--- config.mk ---
export PLATFORM = sky130hd
export DESIGN_NAME = mem_arbiter
export DESIGN_NICKNAME = d
export VERILOG_FILES = /design/src/rtl/mem_arbiter.sv
export SDC_FILE = /design/constraint.sdc
export NUM_CORES = 1
export LEC_CHECK = 0
export ABC_AREA = 1
export CAP_MARGIN = 10
export CORE_MARGIN = 2
export CORE_UTILIZATION = 43
export DETAILED_ROUTE_END_ITERATION = 10
export PLACE_DENSITY = 0.87
export SYNTH_ARGS = -nofsm -noshare
export SYNTH_HDL_FRONTEND = slang
export SYNTH_SLANG_ARGS = --single-unit
--- constraint.sdc ---
create_clock -name clk -period 3.5 [get_ports clk]
set_input_delay 0.7 -clock clk [delete_from_list [all_inputs] [get_ports clk]]
set_output_delay 0.7 -clock clk [all_outputs]
set_load 0.005 [all_outputs]
--- src/rtl/mem_arbiter.sv ---
// Arbitrates NUM_REQ requesters onto a single memory port, one transaction in flight at a time.
// Define MEM_ARB_FIXED_PRIO_EN to replace round-robin with lowest-index-wins priority.
module mem_arbiter #(
  parameter int unsigned NUM_REQ    = 4,
  parameter int unsigned ADDR_WIDTH = 8,
  parameter int unsigned DATA_WIDTH = 8
) (
  input  logic                               clk,
  input  logic                               rst,
  input  logic [NUM_REQ-1:0]                 req_valid,
  input  logic [NUM_REQ-1:0]                 req_we,
  input  logic [NUM_REQ-1:0][ADDR_WIDTH-1:0] req_addr,
  input  logic [NUM_REQ-1:0][DATA_WIDTH-1:0] req_wdata,
  output logic [NUM_REQ-1:0]                 req_ready,
  output logic [NUM_REQ-1:0]                 resp_valid,
  output logic [NUM_REQ-1:0][DATA_WIDTH-1:0] resp_rdata,
  output logic                               mem_valid,
  output logic                               mem_we,
  output logic [ADDR_WIDTH-1:0]              mem_addr,
  output logic [DATA_WIDTH-1:0]              mem_wdata,
  input  logic                               mem_ready,
  input  logic                               mem_rvalid,
  input  logic [DATA_WIDTH-1:0]              mem_rdata,
  output logic                               busy
);

  localparam int unsigned IdxW = $clog2(NUM_REQ);

  typedef enum logic [1:0] {StIdle, StIssue, StWaitResp, StRespond} state_e;

  state_e                            state_q, state_d;
  logic [IdxW-1:0]                   grant_q, grant_d;
  logic [IdxW-1:0]                   winner;
  logic                              any_valid;
  logic                              we_q, we_d;
  logic [ADDR_WIDTH-1:0]             addr_q, addr_d;
  logic [DATA_WIDTH-1:0]             wdata_q, wdata_d;
  logic                              mem_valid_q, mem_valid_d;
  logic                              busy_q, busy_d;
  logic [NUM_REQ-1:0]                resp_valid_q, resp_valid_d;
  logic [NUM_REQ-1:0][DATA_WIDTH-1:0] resp_rdata_q, resp_rdata_d;

  assign any_valid = |req_valid;

`ifdef MEM_ARB_FIXED_PRIO_EN
  // Descending scan so the lowest valid index is written last and wins.
  always_comb begin
    winner = '0;
    for (int i = int'(NUM_REQ) - 1; i >= 0; i--) begin
      if (req_valid[i]) winner = IdxW'(i);
    end
  end
`else
  logic [IdxW-1:0] last_q, last_d;
  int unsigned     rr_idx;

  // Scan offsets from farthest to nearest so the first requester after last_q wins.
  always_comb begin
    winner = '0;
    rr_idx = 0;
    for (int unsigned k = NUM_REQ; k >= 1; k--) begin
      rr_idx = (32'(last_q) + k) % NUM_REQ;
      if (req_valid[rr_idx]) winner = IdxW'(rr_idx);
    end
  end

  always_comb begin
    last_d = last_q;
    if (state_q == StIdle && any_valid) last_d = winner;
  end

  always_ff @(posedge clk) begin
    if (rst) last_q <= IdxW'(NUM_REQ - 1);
    else     last_q <= last_d;
  end
`endif

  always_comb begin
    state_d      = state_q;
    grant_d      = grant_q;
    we_d         = we_q;
    addr_d       = addr_q;
    wdata_d      = wdata_q;
    mem_valid_d  = 1'b0;
    resp_valid_d = '0;
    resp_rdata_d = '0;
    req_ready    = '0;

    unique case (state_q)
      StIdle: begin
        if (any_valid) begin
          req_ready[winner] = 1'b1;
          grant_d           = winner;
          we_d              = req_we[winner];
          addr_d            = req_addr[winner];
          wdata_d           = req_wdata[winner];
          mem_valid_d       = 1'b1;
          state_d           = StIssue;
        end
      end
      StIssue: begin
        mem_valid_d = 1'b1;
        if (mem_ready) begin
          mem_valid_d = 1'b0;
          if (we_q) begin
            resp_valid_d[grant_q] = 1'b1;
            state_d               = StRespond;
          end else begin
            state_d = StWaitResp;
          end
        end
      end
      StWaitResp: begin
        if (mem_rvalid) begin
          resp_valid_d[grant_q] = 1'b1;
          resp_rdata_d[grant_q] = mem_rdata;
          state_d               = StRespond;
        end
      end
      StRespond: state_d = StIdle;
      default:   state_d = StIdle;
    endcase

    // The accept strobe is the only combinational output; keep it quiet during reset.
    if (rst) req_ready = '0;
  end

  assign busy_d = (state_d != StIdle);

  always_ff @(posedge clk) begin
    if (rst) begin
      state_q      <= StIdle;
      grant_q      <= '0;
      we_q         <= 1'b0;
      addr_q       <= '0;
      wdata_q      <= '0;
      mem_valid_q  <= 1'b0;
      busy_q       <= 1'b0;
      resp_valid_q <= '0;
      resp_rdata_q <= '0;
    end else begin
      state_q      <= state_d;
      grant_q      <= grant_d;
      we_q         <= we_d;
      addr_q       <= addr_d;
      wdata_q      <= wdata_d;
      mem_valid_q  <= mem_valid_d;
      busy_q       <= busy_d;
      resp_valid_q <= resp_valid_d;
      resp_rdata_q <= resp_rdata_d;
    end
  end

  assign mem_valid  = mem_valid_q;
  assign mem_we     = we_q;
  assign mem_addr   = addr_q;
  assign mem_wdata  = wdata_q;
  assign busy       = busy_q;
  assign resp_valid = resp_valid_q;
  assign resp_rdata = resp_rdata_q;

endmodule

==> report_table.html, run 1 <==
<table>
<tr><th>Metric</th><th>Value</th></tr>
<tr><th colspan="2">Status</th></tr>
<tr><td>Outcome</td><td>completed</td></tr>
<tr><th colspan="2">Logic synthesis</th></tr>
<tr><td>Number of different library cells in the post-synthesis netlist</td><td>25</td></tr>
<tr><td>Leading cell types by total area after synthesis</td><td>dfxtp_1 43%, nand3_1 15%, nand2_1 13%, nor2_1 6.2%, nand2_4 5.2%</td></tr>
<tr><td>Main combinational cell family by area after synthesis</td><td>simple AND/OR/NAND/NOR gates</td></tr>
<tr><td>Multiplexer share of the synthesized area</td><td>0</td></tr>
<tr><td>Proportion of synthesized chip area in sequential cells</td><td>0.4324</td></tr>
<tr><td>Share of the synthesized area in compound gates (AO/OA/AOI/OAI)</td><td>0.02393</td></tr>
<tr><td>Xor and xnor fraction of the mapped netlist area</td><td>0</td></tr>
<tr><td>Post-synthesis share of cell area spent on and, or, nand and nor gates</td><td>0.4484</td></tr>
<tr><td>Synthesized Nets</td><td>463</td></tr>
<tr><td>Mean cell area of the mapped netlist</td><td>7.531 µm²</td></tr>
<tr><td>Cell taking the most area after synthesis</td><td>dfxtp_1</td></tr>
<tr><td>#FFs+latches synth</td><td>between 60 and 70</td></tr>
<tr><td>Share of the synthesized area in the top cell type</td><td>0.4324</td></tr>
<tr><td>Post-synthesis cell count</td><td>approximately 380</td></tr>
<tr><td>Synth Warn #</td><td>0</td></tr>
<tr><td>Syn Std Cell Area</td><td>about 2800 µm²</td></tr>
<tr><td>Post-Synth Adder-Cell Area</td><td>0.01772</td></tr>
<tr><th colspan="2">Place</th></tr>
<tr><td>Placement Setup Slack</td><td>about 0.18 ns</td></tr>
<tr><td>Number of placed instances, taps included</td><td>583</td></tr>
<tr><td>Port Buffer Count</td><td>about 140</td></tr>
<tr><td>Half-perimeter wire length after detailed placement</td><td>6211 µm</td></tr>
<tr><td>GP Congestion</td><td>~0.9</td></tr>
<tr><th colspan="2">Drt</th></tr>
<tr><td>DRC violations left</td><td>0</td></tr>
<tr><td>Met3 routed WL</td><td>798 µm</td></tr>
<tr><td>Vias per Instance</td><td>between 5 and 6</td></tr>
<tr><td>Total vias in the final route</td><td>2997</td></tr>
<tr><td>Routed met2 length</td><td>approximately 4000 µm</td></tr>
<tr><td>Number of iterations in the first detailed-routing pass</td><td>5</td></tr>
<tr><td>Overall routed net length</td><td>8190 µm</td></tr>
<tr><td>Post-DR wirelength/cell</td><td>13.70 µm</td></tr>
<tr><td>Detail Route Antenna Nets</td><td>0</td></tr>
<tr><td>Drt initial violations</td><td>roughly 130</td></tr>
<tr><td>Total routed wire length on the met1 layer</td><td>approximately 3300 µm</td></tr>
<tr><td>Highest signal layer in the routed design</td><td>met4</td></tr>
<tr><th colspan="2">Clock network</th></tr>
<tr><td>Number of resized instances in the post-cts repair step</td><td>0</td></tr>
<tr><td>Count of hold buffers inserted by post-cts repair</td><td>0</td></tr>
<tr><td>TritonCTS buffer count</td><td>9</td></tr>
<tr><td>Insertion delay of the later-clocked pin in the worst-skew pair</td><td>0.33 ns</td></tr>
<tr><td>Clock tree root driver cell</td><td>clkbuf_8</td></tr>
<tr><td>CTS sink count</td><td>61</td></tr>
<tr><td>H-tree levels</td><td>3</td></tr>
<tr><td>Number of buffers on the longest clock path</td><td>2</td></tr>
<tr><td>CTS tree</td><td>yes</td></tr>
<tr><td>Post-CTS setup buffers</td><td>0</td></tr>
<tr><td>Clk slew on worst S/H paths</td><td>roughly 0.060 ns</td></tr>
<tr><th colspan="2">Timing</th></tr>
<tr><td>Setup TNS after final layout</td><td>0 ns</td></tr>
<tr><td>Portion of the clock cycle consumed by the worst path in the final layout</td><td>0.9645</td></tr>
<tr><td>Number of setup violations in the final report</td><td>0</td></tr>
<tr><td>Clock tree skew after final layout</td><td>between 0.01 and 0.015 ns</td></tr>
<tr><td>Maximum achievable frequency</td><td>between 200 and 300 MHz</td></tr>
<tr><td>Max-slew headroom</td><td>0.6130</td></tr>
<tr><td>Hold Vio Cnt, Final</td><td>0</td></tr>
<tr><td>Hold_ws</td><td>about 0.45 ns</td></tr>
<tr><td>Setup repair after global routing missed its margin</td><td>false</td></tr>
<tr><td>Fin crit period</td><td>between 3 and 4 ns</td></tr>
<tr><td>Final slew viol count</td><td>0</td></tr>
<tr><td>Slew @ Worst Pin</td><td>just under 0.6 ns</td></tr>
<tr><td>Final worst slack</td><td>0.1241 ns</td></tr>
<tr><th colspan="2">Layout</th></tr>
<tr><td>Layout filler cell count</td><td>496</td></tr>
<tr><td>Post-route insts no fill</td><td>about 600</td></tr>
<tr><td>N_diodes</td><td>0</td></tr>
<tr><td>Relative area change from synthesis to final layout</td><td>59.95%</td></tr>
<tr><td>Leading cell types in the layout, fill and taps excluded</td><td>142 x clkdlybuf4s50_1, 100 x nand2_1, 82 x nand3_1</td></tr>
<tr><td>Fraction of layout cells with a size suffix above 1</td><td>0.1113</td></tr>
<tr><td>Final #Nets</td><td>605</td></tr>
<tr><td>Most frequent standard cell in the layout excluding fill and tap cells</td><td>clkdlybuf4s50_1</td></tr>
<tr><th colspan="2">Global routing</th></tr>
<tr><td>Via count of the first global-routing pass</td><td>2862</td></tr>
<tr><td>Sum of overflow across all layers after global routing</td><td>0</td></tr>
<tr><td>Largest net degree at the start of global routing</td><td>35</td></tr>
<tr><td>Antenna violations before repair</td><td>0</td></tr>
<tr><td>Aggregate global-route resource usage</td><td>0.2305</td></tr>
<tr><td>Wire length of the first global-routing pass</td><td>between 10000 and 15000 µm</td></tr>
<tr><th colspan="2">Hold path</th></tr>
<tr><td>Class of the worst hold path</td><td>flip-flop to flip-flop</td></tr>
<tr><th colspan="2">Setup path</th></tr>
<tr><td>Startpoint-to-endpoint class of the critical path</td><td>input port to primary output</td></tr>
<tr><td>Nature of the critical path startpoint</td><td>input port</td></tr>
<tr><td>Crit Path Max Fanout</td><td>4</td></tr>
<tr><td>Worst EP required</td><td>2.80 ns</td></tr>
<tr><td>Critical Path End Type</td><td>primary output</td></tr>
<tr><td>Arrival time at the worst endpoint</td><td>around 2.7 ns</td></tr>
<tr><th colspan="2">Power</th></tr>
<tr><td>Leakage</td><td>~2.0 nW</td></tr>
<tr><td>Worst supply voltage drop on vdd</td><td>approximately 0.64 mV</td></tr>
<tr><td>Power after layout</td><td>roughly 0.0037 W</td></tr>
<tr><td>P per Cell Area</td><td>818.2 nW/µm²</td></tr>
<tr><th colspan="2">Die</th></tr>
<tr><td>Die Span Y</td><td>roughly 85 µm</td></tr>
<tr><td>Area enclosed by the die boundary</td><td>around 7200 µm²</td></tr>
<tr><td>Count of boundary I/O pins</td><td>143</td></tr>
<tr><td>Die Width</td><td>around 85 µm</td></tr>
<tr><td>Area inside the core boundary</td><td>6350 µm²</td></tr>
<tr><td>Row count</td><td>29</td></tr>
<tr><td>Effective utilization at floorplan</td><td>0.4447</td></tr>
<tr><th colspan="2">Flow run</th></tr>
<tr><td>Number of max-capacitance violations reported</td><td>0</td></tr>
</table>
[report_power, final]
part           switching [W]  internal (W)  leakage, nW
combinational        0.00128      0.000785         1.35
clock               0.000258      0.000507        0.125
sequential         0.0000726      0.000796        0.497
[layer usage]
layer,GRT usage,vias up
li1,-,1490
met1,0.2765,1330
met2,0.3920,165
met3,0.07101,12
met4,0.07648,0
met5,0,-
[synth_stat cells, drive strengths merged]
cell / instances
o21a: 1
buf: 18
nor2: 47
nand2: 116
inv: 20
ha: 4
o21ai: 6
clkbuf: 1
a22oi: 2
nand3: 94
dfxtp: 61
nor3: 1
a21oi: 3
nor4: 1
[final cells by class]
cell class              count  area, µm²  area share
repair buffers            150       1481      0.3280
inverters                  20      82.58     0.01828
multi-input cells         275       1389      0.3075
flip-flops and latches     61       1221      0.2704
clock buffers              11      151.4     0.03352
clock inverters             4      95.09     0.02105
well taps                  77      96.34     0.02133
[critical path, stage by stage]
cell	delay, ns
clkdlybuf4s50_1	0.49
inv_2	0.05
o21ai_1	0.18
nand2_1	0.13
nand2_1	0.09
nand3_1	0.07
nand3_1	0.09
nand2_1	0.10
inv_2	0.09
nand2_1	0.08
nor2_1	0.09
clkdlybuf4s50_1	0.50
[through the flow]
stage,utilization,area (µm²)
finish,0.7113,4517
global route,0.7113,4517
CTS,0.7105,4512
detailed placement,0.6717,4265
global placement,0.6717,4265
floorplan,-,2824
[cells by family (layout without fill, tap and decap cells)]
kind of cell               Yosys count  after routing
and+or+nand+nor                    259            259
buffers and inverters               39            185
adders and majority gates            4              4
AOI/OAI and AO/OA                   12             12
DFF                                 61             61
[path summary, 6_finish.rpt]
path / startpoint / cells after the start / endpoint / slack (ns)
hold reg to reg: mem_addr[6] / 2 / mem_addr[6] / 0.45
hold / removal: mem_addr[6] / 2 / mem_addr[6] / 0.45
setup reg to reg: last_q[0] / 13 / mem_wdata[7] / 1.27
setup / recovery: req_valid[3] / 12 / req_ready[2] / 0.12
[state kept, by name, indices dropped and copies added (netlist names)]
register    flops
busy            1
grant_q         2
last_q          2
mem_addr        8
mem_valid       1
mem_wdata       8
mem_we          1
resp_rdata     32
resp_valid      4
state_q         2
Power figures use the tool's default switching activity.
==> run 2, diff against run 1 <==
--- a/config.mk
+++ b/config.mk
@@ -7,7 +7,6 @@
 export LEC_CHECK = 0
 export ABC_AREA = 1
 export CAP_MARGIN = 10
-export CORE_MARGIN = 2
 export CORE_UTILIZATION = 43
 export DETAILED_ROUTE_END_ITERATION = 10
 export PLACE_DENSITY = 0.87
==> run 2 against run 1 <==
  * Via count rose by 4.0%
  * Die area decreased by 4.6%
  * Cell count did not move
  * Sequential cell count unchanged
  * Clock-buffer cell count stayed put
  * Sequential power increased by 0.5%
  * Combinational power is essentially flat
  * Routed wire length up 2.4%
  * Largest cell class unchanged
  * Worst hold slack got worse by 0.0029 ns
  * Register-to-register slack improved by 0.04 ns
  * Clock power hardly changed
==> report_table.html, run 2 (same netlist as run 1, synthesis figures left out) <==
<table>
<tr><th>Metric</th><th>Value</th></tr>
<tr><th colspan="2">Clock network</th></tr>
<tr><td>TritonCTS buffer count</td><td>9 (unchanged)</td></tr>
<tr><td>CTS sink count</td><td>61 (unchanged)</td></tr>
<tr><td>Number of buffers on the longest clock path</td><td>2 (unchanged)</td></tr>
<tr><td>Clk slew on worst S/H paths</td><td>0.06 ns (about the same)</td></tr>
<tr><td>Post-CTS setup buffers</td><td>0 (unchanged)</td></tr>
<tr><td>H-tree levels</td><td>3 (unchanged)</td></tr>
<tr><td>Clock tree root driver cell</td><td>clkbuf_8 (unchanged)</td></tr>
<tr><td>CTS tree</td><td>yes (unchanged)</td></tr>
<tr><td>Insertion delay of the later-clocked pin in the worst-skew pair</td><td>0.33 ns (about the same)</td></tr>
<tr><th colspan="2">Drt</th></tr>
<tr><td>Overall routed net length</td><td>8385 µm (was 8190 µm)</td></tr>
<tr><td>Number of iterations in the first detailed-routing pass</td><td>4 (was 5)</td></tr>
<tr><td>Post-DR wirelength/cell</td><td>14.02 µm (was 13.70 µm)</td></tr>
<tr><td>Vias per Instance</td><td>5.212 (was 5.012)</td></tr>
<tr><td>Drt initial violations</td><td>127 (was 128)</td></tr>
<tr><td>DRC violations left</td><td>0 (unchanged)</td></tr>
<tr><td>Detail Route Antenna Nets</td><td>0 (unchanged)</td></tr>
<tr><td>Total vias in the final route</td><td>3117 (was 2997)</td></tr>
<tr><th colspan="2">Place</th></tr>
<tr><td>Half-perimeter wire length after detailed placement</td><td>6249 µm (was 6211 µm)</td></tr>
<tr><td>Number of placed instances, taps included</td><td>583 (unchanged)</td></tr>
<tr><td>GP Congestion</td><td>0.8149 (was 0.9261)</td></tr>
<tr><td>Port Buffer Count</td><td>142 (unchanged)</td></tr>
<tr><th colspan="2">Setup path</th></tr>
<tr><td>R2R Setup Slk</td><td>1.31 ns (was 1.27 ns)</td></tr>
<tr><td>Library cell appearing most often on the critical path</td><td>nand2_1 (unchanged)</td></tr>
<tr><td>Critical Path End Type</td><td>primary output (unchanged)</td></tr>
<tr><td>Family with the most delay on the worst path</td><td>buffers and inverters (unchanged)</td></tr>
<tr><td>Slowest stage delay, CP</td><td>0.53 ns (was 0.50 ns)</td></tr>
<tr><td>WP depth</td><td>12 (unchanged)</td></tr>
<tr><td>Critical register-to-register path startpoint</td><td>last_q[0] (unchanged)</td></tr>
<tr><td>Worst Setup SP</td><td>req_valid[2] (was req_valid[3])</td></tr>
<tr><td>Endpoint of the lowest-slack register-to-register path</td><td>mem_wdata[7] (unchanged)</td></tr>
<tr><td>Startpoint-to-endpoint class of the critical path</td><td>input port to primary output (unchanged)</td></tr>
<tr><td>Slowest library cell on the worst path</td><td>clkdlybuf4s50_1 (unchanged)</td></tr>
<tr><td>Nature of the critical path startpoint</td><td>input port (unchanged)</td></tr>
<tr><td>Worst-case reg-to-reg path depth</td><td>13 (unchanged)</td></tr>
<tr><td>Crit path buffers/inverters</td><td>3 (was 4)</td></tr>
<tr><td>Crit Path Max Fanout</td><td>4 (unchanged)</td></tr>
<tr><td>Worst EP required</td><td>2.80 ns (about the same)</td></tr>
<tr><td>Arrival time at the worst endpoint</td><td>2.63 ns (was 2.68 ns)</td></tr>
<tr><td>Crit-path cells</td><td>clkdlybuf4s50_1, nand2_1, o21ai_2, nand2_1, nand2_1, nand3_1, nand3_1, nand2_1, inv_1, nand2_1, nor2_1, clkdlybuf4s50_1 (was clkdlybuf4s50_1, inv_2, o21ai_1, nand2_1, nand2_1, nand3_1, nand3_1, nand2_1, inv_2, nand2_1, nor2_1, clkdlybuf4s50_1)</td></tr>
<tr><td>Termination of the worst setup path</td><td>req_ready[2] (unchanged)</td></tr>
<tr><th colspan="2">Layout</th></tr>
<tr><td>Leading cell types in the layout, fill and taps excluded</td><td>142 x clkdlybuf4s50_1, 100 x nand2_1, 82 x nand3_1 (unchanged)</td></tr>
<tr><td>Fraction of layout cells with a size suffix above 1</td><td>0.1094 (was 0.1113)</td></tr>
<tr><td>Most frequent standard cell in the layout excluding fill and tap cells</td><td>clkdlybuf4s50_1 (unchanged)</td></tr>
<tr><td>Layout filler cell count</td><td>473 (was 496)</td></tr>
<tr><td>Relative area change from synthesis to final layout</td><td>59.90% (was 59.95%)</td></tr>
<tr><td>Final #Nets</td><td>605 (unchanged)</td></tr>
<tr><td>Number of flip-flops under the largest register name</td><td>32 (unchanged)</td></tr>
<tr><td>Post-route insts no fill</td><td>598 (unchanged)</td></tr>
<tr><td>N_diodes</td><td>0 (unchanged)</td></tr>
<tr><th colspan="2">Timing</th></tr>
<tr><td>Final slew viol count</td><td>0 (unchanged)</td></tr>
<tr><td>Number of setup violations in the final report</td><td>0 (unchanged)</td></tr>
<tr><td>Slew @ Worst Pin</td><td>0.5531 ns (was 0.5784 ns)</td></tr>
<tr><td>Portion of the clock cycle consumed by the worst path in the final layout</td><td>0.9506 (was 0.9645)</td></tr>
<tr><td>Setup repair after global routing missed its margin</td><td>false (unchanged)</td></tr>
<tr><td>Maximum achievable frequency</td><td>300.5 MHz (was 296.2 MHz)</td></tr>
<tr><td>Clock tree skew after final layout</td><td>0.01060 ns (was 0.01097 ns)</td></tr>
<tr><td>Hold Vio Cnt, Final</td><td>0 (unchanged)</td></tr>
<tr><td>Hold_ws</td><td>0.4486 ns (was 0.4515 ns)</td></tr>
<tr><td>Fin crit period</td><td>3.327 ns (was 3.376 ns)</td></tr>
<tr><td>Setup TNS after final layout</td><td>0 ns (unchanged)</td></tr>
<tr><td>Max-slew headroom</td><td>0.6299 (was 0.6130)</td></tr>
<tr><th colspan="2">Die</th></tr>
<tr><td>Row count</td><td>29 (unchanged)</td></tr>
<tr><td>Count of boundary I/O pins</td><td>143 (unchanged)</td></tr>
<tr><td>Effective utilization at floorplan</td><td>0.4447 (unchanged)</td></tr>
<tr><td>Area enclosed by the die boundary</td><td>6896 µm² (was 7232 µm²)</td></tr>
<tr><td>Die Span Y</td><td>83.04 µm (was 85.04 µm)</td></tr>
<tr><td>Area inside the core boundary</td><td>6350 µm² (unchanged)</td></tr>
<tr><td>Die Width</td><td>83.04 µm (was 85.04 µm)</td></tr>
<tr><th colspan="2">Global routing</th></tr>
<tr><td>Via count of the first global-routing pass</td><td>3080 (was 2862)</td></tr>
<tr><td>Antenna violations before repair</td><td>0 (unchanged)</td></tr>
<tr><td>Wire length of the first global-routing pass</td><td>13880 µm (was 13280 µm)</td></tr>
<tr><td>Sum of overflow across all layers after global routing</td><td>0 (unchanged)</td></tr>
<tr><td>Largest net degree at the start of global routing</td><td>35 (unchanged)</td></tr>
<tr><td>Aggregate global-route resource usage</td><td>0.2510 (was 0.2305)</td></tr>
<tr><th colspan="2">Power</th></tr>
<tr><td>Worst supply voltage drop on vdd</td><td>0.6475 mV (was 0.6368 mV)</td></tr>
<tr><td>Leakage</td><td>1.971 nW (was 1.969 nW)</td></tr>
<tr><td>P per Cell Area</td><td>820.1 nW/µm² (was 818.2 nW/µm²)</td></tr>
<tr><th colspan="2">Hold path</th></tr>
<tr><td>Class of the worst hold path</td><td>flip-flop to flip-flop (unchanged)</td></tr>
<tr><th colspan="2">Status</th></tr>
<tr><td>Outcome</td><td>completed (unchanged)</td></tr>
<tr><th colspan="2">Flow run</th></tr>
<tr><td>Number of max-capacitance violations reported</td><td>0 (unchanged)</td></tr>
</table>
[run 2: cell count changes in the layout (fill, tap and decap cells not counted)]
| cell | delta |
|---|---|
| inv_1 | +1 |
| inv_2 | -1 |
| nor3_1 | +1 |
| nor3_2 | -1 |
| o21ai_1 | -1 |
| o21ai_2 | +1 |
[run 2: per-stage QoR]
| step | utilization | total power, W | setup WS [ns] | cell area, µm² |
|---|---|---|---|---|
| finish | 0.7111 | 0.003703 | 0.1727 | 4516 |
| global route | 0.7111 | 0.003971 | 0.01282 | 4516 |
| CTS | 0.7105 | 0.003715 | 0.1478 | 4512 |
| detailed placement | 0.6717 | 0.002939 | 0.1499 | 4265 |
| global placement | 0.6717 | 0.002879 | 0.2499 | 4265 |
| floorplan | - | 0.002464 | 1.100 | 2824 |
[run 2: final cells by class]
class	instances	area, µm²	area share
timing repair buffer	150	1481	0.3281
clock inverter	4	95.09	0.02106
tap	77	96.34	0.02134
clock buffer	11	151.4	0.03353
multi-input combinational	275	1388	0.3073
sequential	61	1221	0.2704
inverter	20	82.58	0.01829
[run 2: timing repair]
action                     CTS  global route
resized for setup            0             1
setup endpoints to repair    0             1
hold buffers                 0             0
[run 2: worst min-delay path by stage]
stage	start	to	slack, ns	depth (start not counted)
2_1_floorplan	mem_wdata[0]	mem_wdata[0]	0.45	2
3_3_place_gp	mem_addr[5]	mem_addr[5]	0.44	2
3_5_place_dp	mem_addr[5]	mem_addr[5]	0.44	2
4_1_cts	mem_addr[3]	mem_addr[3]	0.45	2
5_1_grt	mem_wdata[6]	mem_wdata[6]	0.47	2
6_report	mem_addr[6]	mem_addr[6]	0.45	2
[run 2: where the power goes]
part / leakage (nW) / switching [W] / internal [W]
registers: 0.497 / 0.0000766 / 0.000796
logic: 1.35 / 0.00128 / 0.000785
clock network: 0.125 / 0.000261 / 0.000507
total: 1.97 / 0.00162 / 0.00209
[run 2: routing by layer]
layer	vias to the layer above	wire, µm	GRT usage
li1	1494	-	-
met1	1436	3224	0.2696
met2	164	4281	0.4471
met3	23	696	0.08052
met4	0	184	0.1129
met5	-	0	0
[run 2: worst min-delay path, delay by kind of cell (launching register included)]
| kind | cells | cell delay, ns |
|---|---|---|
| flip-flops | 1 | 0.31 |
| AND/OR/NAND/NOR | 2 | 0.10 |
==> run 3, diff against run 2 <==
--- a/config.mk
+++ b/config.mk
@@ -7,9 +7,10 @@
 export LEC_CHECK = 0
 export ABC_AREA = 1
 export CAP_MARGIN = 10
-export CORE_UTILIZATION = 43
+export CORE_UTILIZATION = 44
+export CTS_BUF_LIST = sky130_fd_sc_hd__clkbuf_8
 export DETAILED_ROUTE_END_ITERATION = 10
-export PLACE_DENSITY = 0.87
+export PLACE_DENSITY = 0.89
 export SYNTH_ARGS = -nofsm -noshare
 export SYNTH_HDL_FRONTEND = slang
 export SYNTH_SLANG_ARGS = --single-unit
==> run 3 against run 2 <==
  * Non-clock buffer count unchanged
  * Clock-buffer cell count decreased by 1
  * First-iteration DRC count increased by 22%
  * Sequential share of layout area increased by 0.34 points
  * Cell count decreased by 0.17%
  * Sequential cell count unchanged
  * Via count decreased by 1.9%
  * Critical path type unchanged
==> report_table.html, run 3 (same netlist as run 1, synthesis figures left out) <==
<table>
<tr><th>Metric</th><th>Value</th></tr>
<tr><th colspan="2">Power</th></tr>
<tr><td>P per Cell Area</td><td>792.2 nW/µm² (was 820.1 nW/µm²)</td></tr>
<tr><td>Worst supply voltage drop on vdd</td><td>0.8700 mV (was 0.6475 mV)</td></tr>
<tr><td>Leakage</td><td>1.950 nW (was 1.971 nW)</td></tr>
<tr><th colspan="2">Setup path</th></tr>
<tr><td>Nature of the critical path startpoint</td><td>input port (unchanged)</td></tr>
<tr><td>R2R Setup Slk</td><td>1.32 ns (was 1.31 ns)</td></tr>
<tr><td>Slowest stage delay, CP</td><td>0.51 ns (was 0.53 ns)</td></tr>
<tr><td>Arrival time at the worst endpoint</td><td>2.60 ns (was 2.63 ns)</td></tr>
<tr><td>Startpoint-to-endpoint class of the critical path</td><td>input port to primary output (unchanged)</td></tr>
<tr><td>Crit Path Max Fanout</td><td>4 (unchanged)</td></tr>
<tr><td>Endpoint of the lowest-slack register-to-register path</td><td>mem_wdata[5] (was mem_wdata[7])</td></tr>
<tr><td>Crit-path cells</td><td>clkdlybuf4s50_1, inv_2, o21ai_2, nand2_1, nand2_1, nand3_1, nand3_1, nand2_1, inv_1, nand2_1, nor2_1, clkdlybuf4s50_1 (was clkdlybuf4s50_1, nand2_1, o21ai_2, nand2_1, nand2_1, nand3_1, nand3_1, nand2_1, inv_1, nand2_1, nor2_1, clkdlybuf4s50_1)</td></tr>
<tr><td>Critical register-to-register path startpoint</td><td>last_q[0] (unchanged)</td></tr>
<tr><td>Worst-case reg-to-reg path depth</td><td>13 (unchanged)</td></tr>
<tr><td>Worst EP required</td><td>2.80 ns (about the same)</td></tr>
<tr><td>Library cell appearing most often on the critical path</td><td>nand2_1 (unchanged)</td></tr>
<tr><td>Critical Path End Type</td><td>primary output (unchanged)</td></tr>
<tr><td>Slowest library cell on the worst path</td><td>clkdlybuf4s50_1 (unchanged)</td></tr>
<tr><th colspan="2">Die</th></tr>
<tr><td>Count of boundary I/O pins</td><td>143 (unchanged)</td></tr>
<tr><td>Die Span Y</td><td>82.11 µm (was 83.04 µm)</td></tr>
<tr><td>Die Width</td><td>82.11 µm (was 83.04 µm)</td></tr>
<tr><td>Area inside the core boundary</td><td>6061 µm² (was 6350 µm²)</td></tr>
<tr><td>Effective utilization at floorplan</td><td>0.4659 (was 0.4447)</td></tr>
<tr><td>Area enclosed by the die boundary</td><td>6742 µm² (was 6896 µm²)</td></tr>
<tr><td>Row count</td><td>28 (was 29)</td></tr>
<tr><th colspan="2">Timing</th></tr>
<tr><td>Max-slew headroom</td><td>0.6432 (was 0.6299)</td></tr>
<tr><td>Setup repair after global routing missed its margin</td><td>false (unchanged)</td></tr>
<tr><td>Maximum achievable frequency</td><td>302.7 MHz (was 300.5 MHz)</td></tr>
<tr><td>Portion of the clock cycle consumed by the worst path in the final layout</td><td>0.9438 (was 0.9506)</td></tr>
<tr><td>Fin crit period</td><td>3.303 ns (was 3.327 ns)</td></tr>
<tr><td>Final worst slack</td><td>0.1967 ns (was 0.1727 ns)</td></tr>
<tr><td>Slew @ Worst Pin</td><td>0.5332 ns (was 0.5531 ns)</td></tr>
<tr><td>Setup TNS after final layout</td><td>0 ns (unchanged)</td></tr>
<tr><td>Number of setup violations in the final report</td><td>0 (unchanged)</td></tr>
<tr><td>Hold Vio Cnt, Final</td><td>0 (unchanged)</td></tr>
<tr><td>Clock tree skew after final layout</td><td>0.01203 ns (was 0.01060 ns)</td></tr>
<tr><td>Final slew viol count</td><td>0 (unchanged)</td></tr>
<tr><th colspan="2">Clock network</th></tr>
<tr><td>CTS tree</td><td>yes (unchanged)</td></tr>
<tr><td>Insertion delay of the later-clocked pin in the worst-skew pair</td><td>0.33 ns (about the same)</td></tr>
<tr><td>H-tree levels</td><td>3 (unchanged)</td></tr>
<tr><td>CTS sink count</td><td>61 (unchanged)</td></tr>
<tr><td>TritonCTS buffer count</td><td>9 (unchanged)</td></tr>
<tr><td>Post-CTS setup buffers</td><td>0 (unchanged)</td></tr>
<tr><td>Number of buffers on the longest clock path</td><td>2 (unchanged)</td></tr>
<tr><td>Clock tree root driver cell</td><td>clkbuf_8 (unchanged)</td></tr>
<tr><td>Count of hold buffers inserted by post-cts repair</td><td>0 (unchanged)</td></tr>
<tr><td>Clk slew on worst S/H paths</td><td>0.07 ns (was 0.06 ns)</td></tr>
<tr><th colspan="2">Drt</th></tr>
<tr><td>Number of iterations in the first detailed-routing pass</td><td>5 (was 4)</td></tr>
<tr><td>Routed met2 length</td><td>4150 µm (was 4281 µm)</td></tr>
<tr><td>Vias per Instance</td><td>5.124 (was 5.212)</td></tr>
<tr><td>Met3 routed WL</td><td>895 µm (was 696 µm)</td></tr>
<tr><td>Overall routed net length</td><td>8325 µm (was 8385 µm)</td></tr>
<tr><td>Drt initial violations</td><td>155 (was 127)</td></tr>
<tr><td>DRC violations left</td><td>0 (unchanged)</td></tr>
<tr><td>Total routed wire length on the met1 layer</td><td>3105 µm (was 3224 µm)</td></tr>
<tr><td>Post-DR wirelength/cell</td><td>13.94 µm (was 14.02 µm)</td></tr>
<tr><td>Total vias in the final route</td><td>3059 (was 3117)</td></tr>
<tr><td>Highest signal layer in the routed design</td><td>met4 (unchanged)</td></tr>
<tr><td>Detail Route Antenna Nets</td><td>0 (unchanged)</td></tr>
<tr><th colspan="2">Layout</th></tr>
<tr><td>Relative area change from synthesis to final layout</td><td>57.91% (was 59.90%)</td></tr>
<tr><td>Most frequent standard cell in the layout excluding fill and tap cells</td><td>clkdlybuf4s50_1 (unchanged)</td></tr>
<tr><td>Number of flip-flops under the largest register name</td><td>32 (unchanged)</td></tr>
<tr><td>Final #Nets</td><td>605 (unchanged)</td></tr>
<tr><td>Fraction of layout cells with a size suffix above 1</td><td>0.1073 (was 0.1094)</td></tr>
<tr><td>Post-route insts no fill</td><td>597 (was 598)</td></tr>
<tr><td>Area of combinational cells with multiple inputs</td><td>1388 µm² (unchanged)</td></tr>
<tr><td>Layout filler cell count</td><td>459 (was 473)</td></tr>
<tr><td>N_diodes</td><td>0 (unchanged)</td></tr>
<tr><td>Area occupied by registers</td><td>1221 µm² (unchanged)</td></tr>
<tr><td>Leading cell types in the layout, fill and taps excluded</td><td>142 x clkdlybuf4s50_1, 100 x nand2_1, 82 x nand3_1 (unchanged)</td></tr>
<tr><th colspan="2">Status</th></tr>
<tr><td>Outcome</td><td>completed (unchanged)</td></tr>
<tr><th colspan="2">Global routing</th></tr>
<tr><td>Antenna violations before repair</td><td>0 (unchanged)</td></tr>
<tr><td>Via count of the first global-routing pass</td><td>2714 (was 3080)</td></tr>
<tr><td>Wire length of the first global-routing pass</td><td>12360 µm (was 13880 µm)</td></tr>
<tr><td>Sum of overflow across all layers after global routing</td><td>0 (unchanged)</td></tr>
<tr><td>Largest net degree at the start of global routing</td><td>36 (was 35)</td></tr>
<tr><td>Aggregate global-route resource usage</td><td>0.2467 (was 0.2510)</td></tr>
<tr><th colspan="2">Flow run</th></tr>
<tr><td>Number of max-capacitance violations reported</td><td>0 (unchanged)</td></tr>
<tr><th colspan="2">Hold path</th></tr>
<tr><td>Worst hold path startpoint</td><td>mem_addr[3] (was mem_addr[6])</td></tr>
<tr><td>Class of the worst hold path</td><td>flip-flop to flip-flop (unchanged)</td></tr>
<tr><td>Worst hold path cell count</td><td>2 (unchanged)</td></tr>
<tr><td>Hold Crit Endpoint</td><td>mem_addr[3] (was mem_addr[6])</td></tr>
<tr><th colspan="2">Place</th></tr>
<tr><td>Placement Setup Slack</td><td>0.1783 ns (was 0.1499 ns)</td></tr>
<tr><td>Port Buffer Count</td><td>142 (unchanged)</td></tr>
<tr><td>Number of placed instances, taps included</td><td>581 (was 583)</td></tr>
<tr><td>GP Congestion</td><td>0.9095 (was 0.8149)</td></tr>
<tr><td>Half-perimeter wire length after detailed placement</td><td>6180 µm (was 6249 µm)</td></tr>
</table>
-- run 3: per-stage QoR --
| stage | util | power [W] | area (µm²) | hold WS, ns |
|---|---|---|---|---|
| 2_1_floorplan | - | 0.002464 | 2824 | 0.4470 |
| 3_3_place_gp | 0.7033 | 0.002878 | 4263 | 0.4373 |
| 3_5_place_dp | 0.7033 | 0.002941 | 4263 | 0.4380 |
| 4_1_cts | 0.7351 | 0.003545 | 4456 | 0.4538 |
| 5_1_grt | 0.7358 | 0.003781 | 4459 | 0.4717 |
| 6_report | 0.7358 | 0.003532 | 4459 | 0.4499 |
-- run 3: worst max-delay path, delay by kind of cell --
family	cells	cell delay (ns)
buffers and inverters	4	1.20
AO/OA/AOI/OAI	1	0.14
AND/OR/NAND/NOR	7	0.57
-- run 3: timing repair --
item | in CTS | in global routing
resized for setup | 0 | 1
hold endpoints to repair | 0 | 0
setup endpoints to repair | 0 | 1
-- run 3: final cells by class --
| class | instances | area share |
|---|---|---|
| inverter | 20 | 0.01852 |
| tap | 75 | 0.02104 |
| clock inverter | 6 | 0.01235 |
| timing repair buffer | 150 | 0.3322 |
| sequential | 61 | 0.2738 |
| clock buffer | 10 | 0.03086 |
| multi-input combinational | 275 | 0.3112 |
-- run 3: report_power, final --
part           internal (W)  switching (W)
clock network      0.000340       0.000255
registers          0.000796      0.0000750
logic              0.000784        0.00128
-- run 3: worst max path at each step --
stage                            start            to  slack, ns  cells past startpoint
after floorplan           req_valid[3]  req_ready[1]       1.10                     12
after global placement    req_valid[3]  req_ready[2]       0.29                     12
after detailed placement  req_valid[3]  req_ready[2]       0.18                     12
after CTS                 req_valid[3]  req_ready[2]       0.17                     12
after global routing      req_valid[3]  req_ready[2]       0.02                     12
final                     req_valid[3]  req_ready[2]       0.20                     12
-- run 3: metal layers --
metal,up-vias,GRT usage
li1,1494,-
met1,1375,0.2727
met2,172,0.4430
met3,18,0.07143
met4,0,0.09474
met5,-,0
==> patch 1 (settings of run 1) <==
The parameter `DATA_WIDTH` goes from 8 to 7.
--- a/src/rtl/mem_arbiter.sv
+++ b/src/rtl/mem_arbiter.sv
@@ -3,7 +3,7 @@
 module mem_arbiter #(
   parameter int unsigned NUM_REQ    = 4,
   parameter int unsigned ADDR_WIDTH = 8,
-  parameter int unsigned DATA_WIDTH = 8
+  parameter int unsigned DATA_WIDTH = 7
 ) (
   input  logic                               clk,
   input  logic                               rst,
Ports: changed (resized mem_rdata, mem_wdata, req_wdata and resp_rdata); port bits go from 143 to 133. The function was not compared with the original's and may differ.
==> patch 1 against run 1 <==
- sequential cell count is 5 lower
- synthesized area down 12%
- via count decreased by 9.3%
- final cell count decreased by 7.0%
- count of clock-buffer cells in the layout shrank 6
- register-to-register slack improved by 0.31 ns
- worst setup slack better by 0.067 ns
- largest cell class unchanged
- wire length is 14% lower
- clock skew down 0.0037 ns
- total power decreased by 24%
- highest routed layer unchanged
- design area shrank 12%
==> patch 1: results (changes against run 1) <==
# port buffers=132 (-7.0%); htree depth=2 (-1); DP Cell Count=549 (-5.8%); max reg flops=28 (-13%); first-pass GRT wire length=11590 um (-13%); Clock Pin Slew Worst Setup and Hold Paths=0.09 ns (+0.03 ns); largest net degree at the start of global routing=33 (-5.7%); layout cells sized above 1=5.785% (-5.3 points); Routability Congestion=0.8976 (-3.1%); initial drt markers=110 (-14%); fin cells=556 (-7.0%); leakage power total=1.717 nW (-13%); syn_area_per_cell=7.059 um2 (-6.3%); Met2 Wirelength=3363 um (-16%); status=finished, final reports clean; met3 WL=721 um (-9.6%); synth top area cells=dfxtp_1 (45%), nand3_1 (18%), nand2_1 (16%); Distinct cells, synth=22 (-12%); Post-Route Skew=0.007232 ns (-0.003737 ns); syn_nets=435 (-6.0%); crit-path max FO=3 (-1); fin nets=567 (-6.3%); worst vdd ir=475.3 uV (-25%); # fillers=483 (-2.6%); TritonCTS Buffers=5 (-4); Data arrival, critical path=2.61 ns (-0.07 ns); sequential area share after synthesis=45.12% (+1.9 points); Least-Margin Pin Slew=0.4840 ns (-0.09440 ns); clock network latency to the later pin of the worst-skew pair=0.29 ns (-0.04 ns); WL/cell=12.71 um (-7.2%); synth cell count leaders=nand2_1 (107), nand3_1 (87), dfxtp_1 (56), nor2_1 (42), inv_1 (15)
## patch 1: changes by cell type after synthesis, moves of 2 or more
| cell | delta |
|---|---|
| nand2_1 | +7 |
| dfxtp_1 | -5 |
| nand2_4 | -11 |
| nand3_2 | -10 |
| buf_6 | +2 |
| nor2_2 | +2 |
| nor2_1 | -5 |
| nand3_1 | +5 |
| o21ai_1 | -2 |
| buf_2 | -2 |
## patch 1: where the power goes
group          internal [mW]  total (mW)  switching [mW]
Clock                  0.281       0.470           0.189
Combinational          0.617        1.53           0.913
Sequential             0.729       0.793          0.0643
Total                   1.63        2.79            1.17
## patch 1: per-layer routing
| layer | global-route usage (%) | vias to the layer above |
|---|---|---|
| li1 | - | 1394 |
| met1 | 25.70 | 1193 |
| met2 | 40.33 | 126 |
| met3 | 8.484 | 6 |
| met4 | 5.254 | 0 |
| met5 | 0 | - |
## patch 1: cell type report
type,count,area (um2),share of cell area (%)
Inverter,21,83.83,2.105
Tap cell,72,90.09,2.262
Clock buffer,5,68.82,1.728
Sequential cell,56,1121,28.15
Timing Repair Buffer,140,1381,34.68
Multi-Input combinational cell,260,1177,29.56
Clock inverter,2,60.06,1.508
## patch 1: cells by family (layout without fill, tap and decap cells)
group           count (synthesis)  after routing  synth area share (%)
fa+ha+maj                       4              4                 2.014
flops                          56             56                 45.12
buf+inv                        36            168                 7.503
simple gates                  244            244                 42.60
compound gates                 12             12                 2.769
## patch 1: critical path, cell delays in order
cell and delay, ns:
clkdlybuf4s50_1 0.51, inv_1 0.06, nand2_1 0.09, nand3_1 0.10, nand2_1 0.08, inv_1 0.05
nand2_2 0.07, nand2_2 0.07, nand2_4 0.07, nand2_4 0.05, nor2_2 0.12, inv_2 0.05
nor2_1 0.08, clkdlybuf4s50_1 0.51
## patch 1: worst paths after layout
| path | from | end | slack, ns | depth (start not counted) |
|---|---|---|---|---|
| max | req_valid[2] | req_ready[2] | 0.19 | 14 |
| min | mem_wdata[5] | mem_wdata[5] | 0.46 | 2 |
| max reg2reg | last_q[0] | mem_addr[1] | 1.58 | 13 |
| min reg2reg | mem_wdata[5] | mem_wdata[5] | 0.46 | 2 |
## patch 1: metrics by stage
stage	utilization, %	setup slack [ns]	hold slack, ns	instance area, um2
after global routing	71.88	0.02572	0.4781	3983
after detailed placement	69.56	0.2293	0.4451	3854
final	71.88	0.1909	0.4568	3983
after CTS	71.88	0.2081	0.4613	3983
after global placement	69.56	0.3049	0.4355	3854
after floorplan	-	1.141	0.4466	2485
==> patch 2 (flow settings as in run 1) <==
Made on the original files. Encoding of `state_e`: now one-hot (4 bits for 4 states).
--- a/src/rtl/mem_arbiter.sv
+++ b/src/rtl/mem_arbiter.sv
@@ -26,7 +26,7 @@
 
   localparam int unsigned IdxW = $clog2(NUM_REQ);
 
-  typedef enum logic [1:0] {StIdle, StIssue, StWaitResp, StRespond} state_e;
+  typedef enum logic [3:0] {StIdle = 4'b0001, StIssue = 4'b0010, StWaitResp = 4'b0100, StRespond = 4'b1000} state_e;
 
   state_e                            state_q, state_d;
   logic [IdxW-1:0]                   grant_q, grant_d;
Check against the original RTL: same outputs for any inputs over 4 cycles, from zero or initial values and one cycle with rst high; so few cycles prove little.
==> patch 2 against run 1 <==
- design area up 1.3%
- worst setup slack improved by 0.0072 ns
- count of clock-buffer cells in the layout is 2 lower
- wire length grew 4.0%
- sequential cell count rose by 2
- synthesized area is 0.71% higher
- total power fell by 2.6%
- hold slack improved by 0.0014 ns
- global-route usage increased by 1.2 points
- critical path type unchanged
- critical endpoint unchanged
- largest power group unchanged
==> patch 2: results (changes against run 1) <==
r2r setup slk=1.45 ns (+0.18 ns); Setup crit start=req_valid[3]; WL/cell=13.94 um (+1.8%); first-pass GRT wire length=14060 um (+5.9%); initial drt markers=104 (-19%); worst vdd ir=516.8 uV (-19%); Worst path max stage delay=0.54 ns (+0.04 ns); R2R Path End=mem_wdata[0]; vias in the first global route=3168 (+11%); family with the most delay on the worst path=buffers and inverters; layout cells sized above 1=12.55% (+1.4 points); synth cell count leaders=nand2_1 (96), nand3_1 (83), dfxtp_1 (63), nor2_1 (52), inv_1 (19); Setup crit end=req_ready[2]; sequential area share after synthesis=44.35% (+1.1 points); CTS root buf=clkbuf_8; drt pass-1 iters=4 (-1); Final WS setup=0.1314 ns (+0.007223 ns); Distinct cells, synth=26 (+4.0%); fin nets=613 (+1.3%); TritonCTS Buffers=9 (unchanged); synth warn=0 (unchanged); Post-Route Skew=0.01038 ns (-0.0005868 ns); status=finished, final reports clean; largest net degree at the start of global routing=35 (unchanged); pre-CTS setup slack=0.08471 ns (-0.09439 ns); Post-synth ARST share=0% (unchanged); Least-Margin Pin Slew=0.6015 ns (+0.02315 ns); CP max stage cell=clkdlybuf4s50_1; synth top area cells=dfxtp_1 (44%), nand3_1 (15%), nand2_1 (13%); Clock Pin Slew Worst Setup and Hold Paths=0.08 ns (+0.02 ns); clock network latency to the later pin of the worst-skew pair=0.33 ns (about the same); Bufs on Longest Clock Path=2 (unchanged); Tot GR Track Use=24.29% (+1.2 points); r2r worst-path depth=14 (+1); hold crit path type=reg -> reg; DP Area=4332 um2 (+1.6%); WHS Endpoint=mem_wdata[7]; Routability Congestion=0.8357 (-9.8%); Hold Crit Depth=2 (unchanged); FF-to-FF Start=last_q[0]; crit-path max FO=5 (+1); htree depth=3 (unchanged); initial antenna violation count=0 (unchanged); Via-to-Cell Ratio=5.003 (-0.17%); hpwl dp=6376 um (+2.7%); EDFF count, synth=0 (unchanged); min-delay src=mem_wdata[7]; Data arrival, critical path=2.67 ns (about the same); max reg flops=32 (unchanged); leakage power total=2.017 nW (+2.5%); syn_nets=464 (+0.22%); # port buffers=142 (unchanged); n_diodes=0 (unchanged)
patch 2: cell count changes after synthesis, sizes merged, moves of 2 or more:
cell	run 1	this run
nor2	47	52
o21ai	6	1
inv	20	25
ha	4	0
nand2	116	112
dfxtp	61	63
clkbuf	1	3
patch 2: timing repair:
item                                    4_1_cts  5_1_grt
endpoints found under the setup margin        0        4
setup buffers                                 0        1
resized for setup                             0        3
patch 2: kinds of logic (layout without fill, tap and decap cells):
family | after synthesis | count (layout) | synth area share, %
buffers and inverters | 45 | 199 | 8.579
and+or+nand+nor | 262 | 262 | 44.92
DFF | 63 | 63 | 44.35
AOI/OAI and AO/OA | 10 | 10 | 2.156
patch 2: metrics by stage:
stage | instances | utilization [%] | hold WS, ns
global route | 611 | 71.63 | 0.4734
floorplan | 380 | - | 0.4479
finish | 611 | 71.63 | 0.4528
detailed placement | 594 | 67.83 | 0.4414
CTS | 610 | 71.40 | 0.4543
global placement | 594 | 67.83 | 0.4362
patch 2: per-layer routing:
layer  part of all wire (%)  global-route usage (%)  wire length, um
met1                     39                   27.20             3349
met3                    7.0                   6.615              594
met2                     50                   42.33             4300
met4                    3.2                   11.98              274
met5                      0                       0                0
patch 2: layout make-up:
cell class                 instances  area [um2]
clock buffer                       9       123.9
tap                               77       96.34
multi-input combinational        272        1344
inverter                          25       101.3
fill                             504        1812
timing repair buffer             158        1544
clock inverter                     7       103.9
sequential                        63        1261
patch 2: report_power, final:
| group | total (mW) | internal, mW | switching [mW] |
|---|---|---|---|
| sequential | 0.892 | 0.813 | 0.0792 |
| clock | 0.723 | 0.411 | 0.313 |
| combinational | 1.98 | 0.819 | 1.16 |
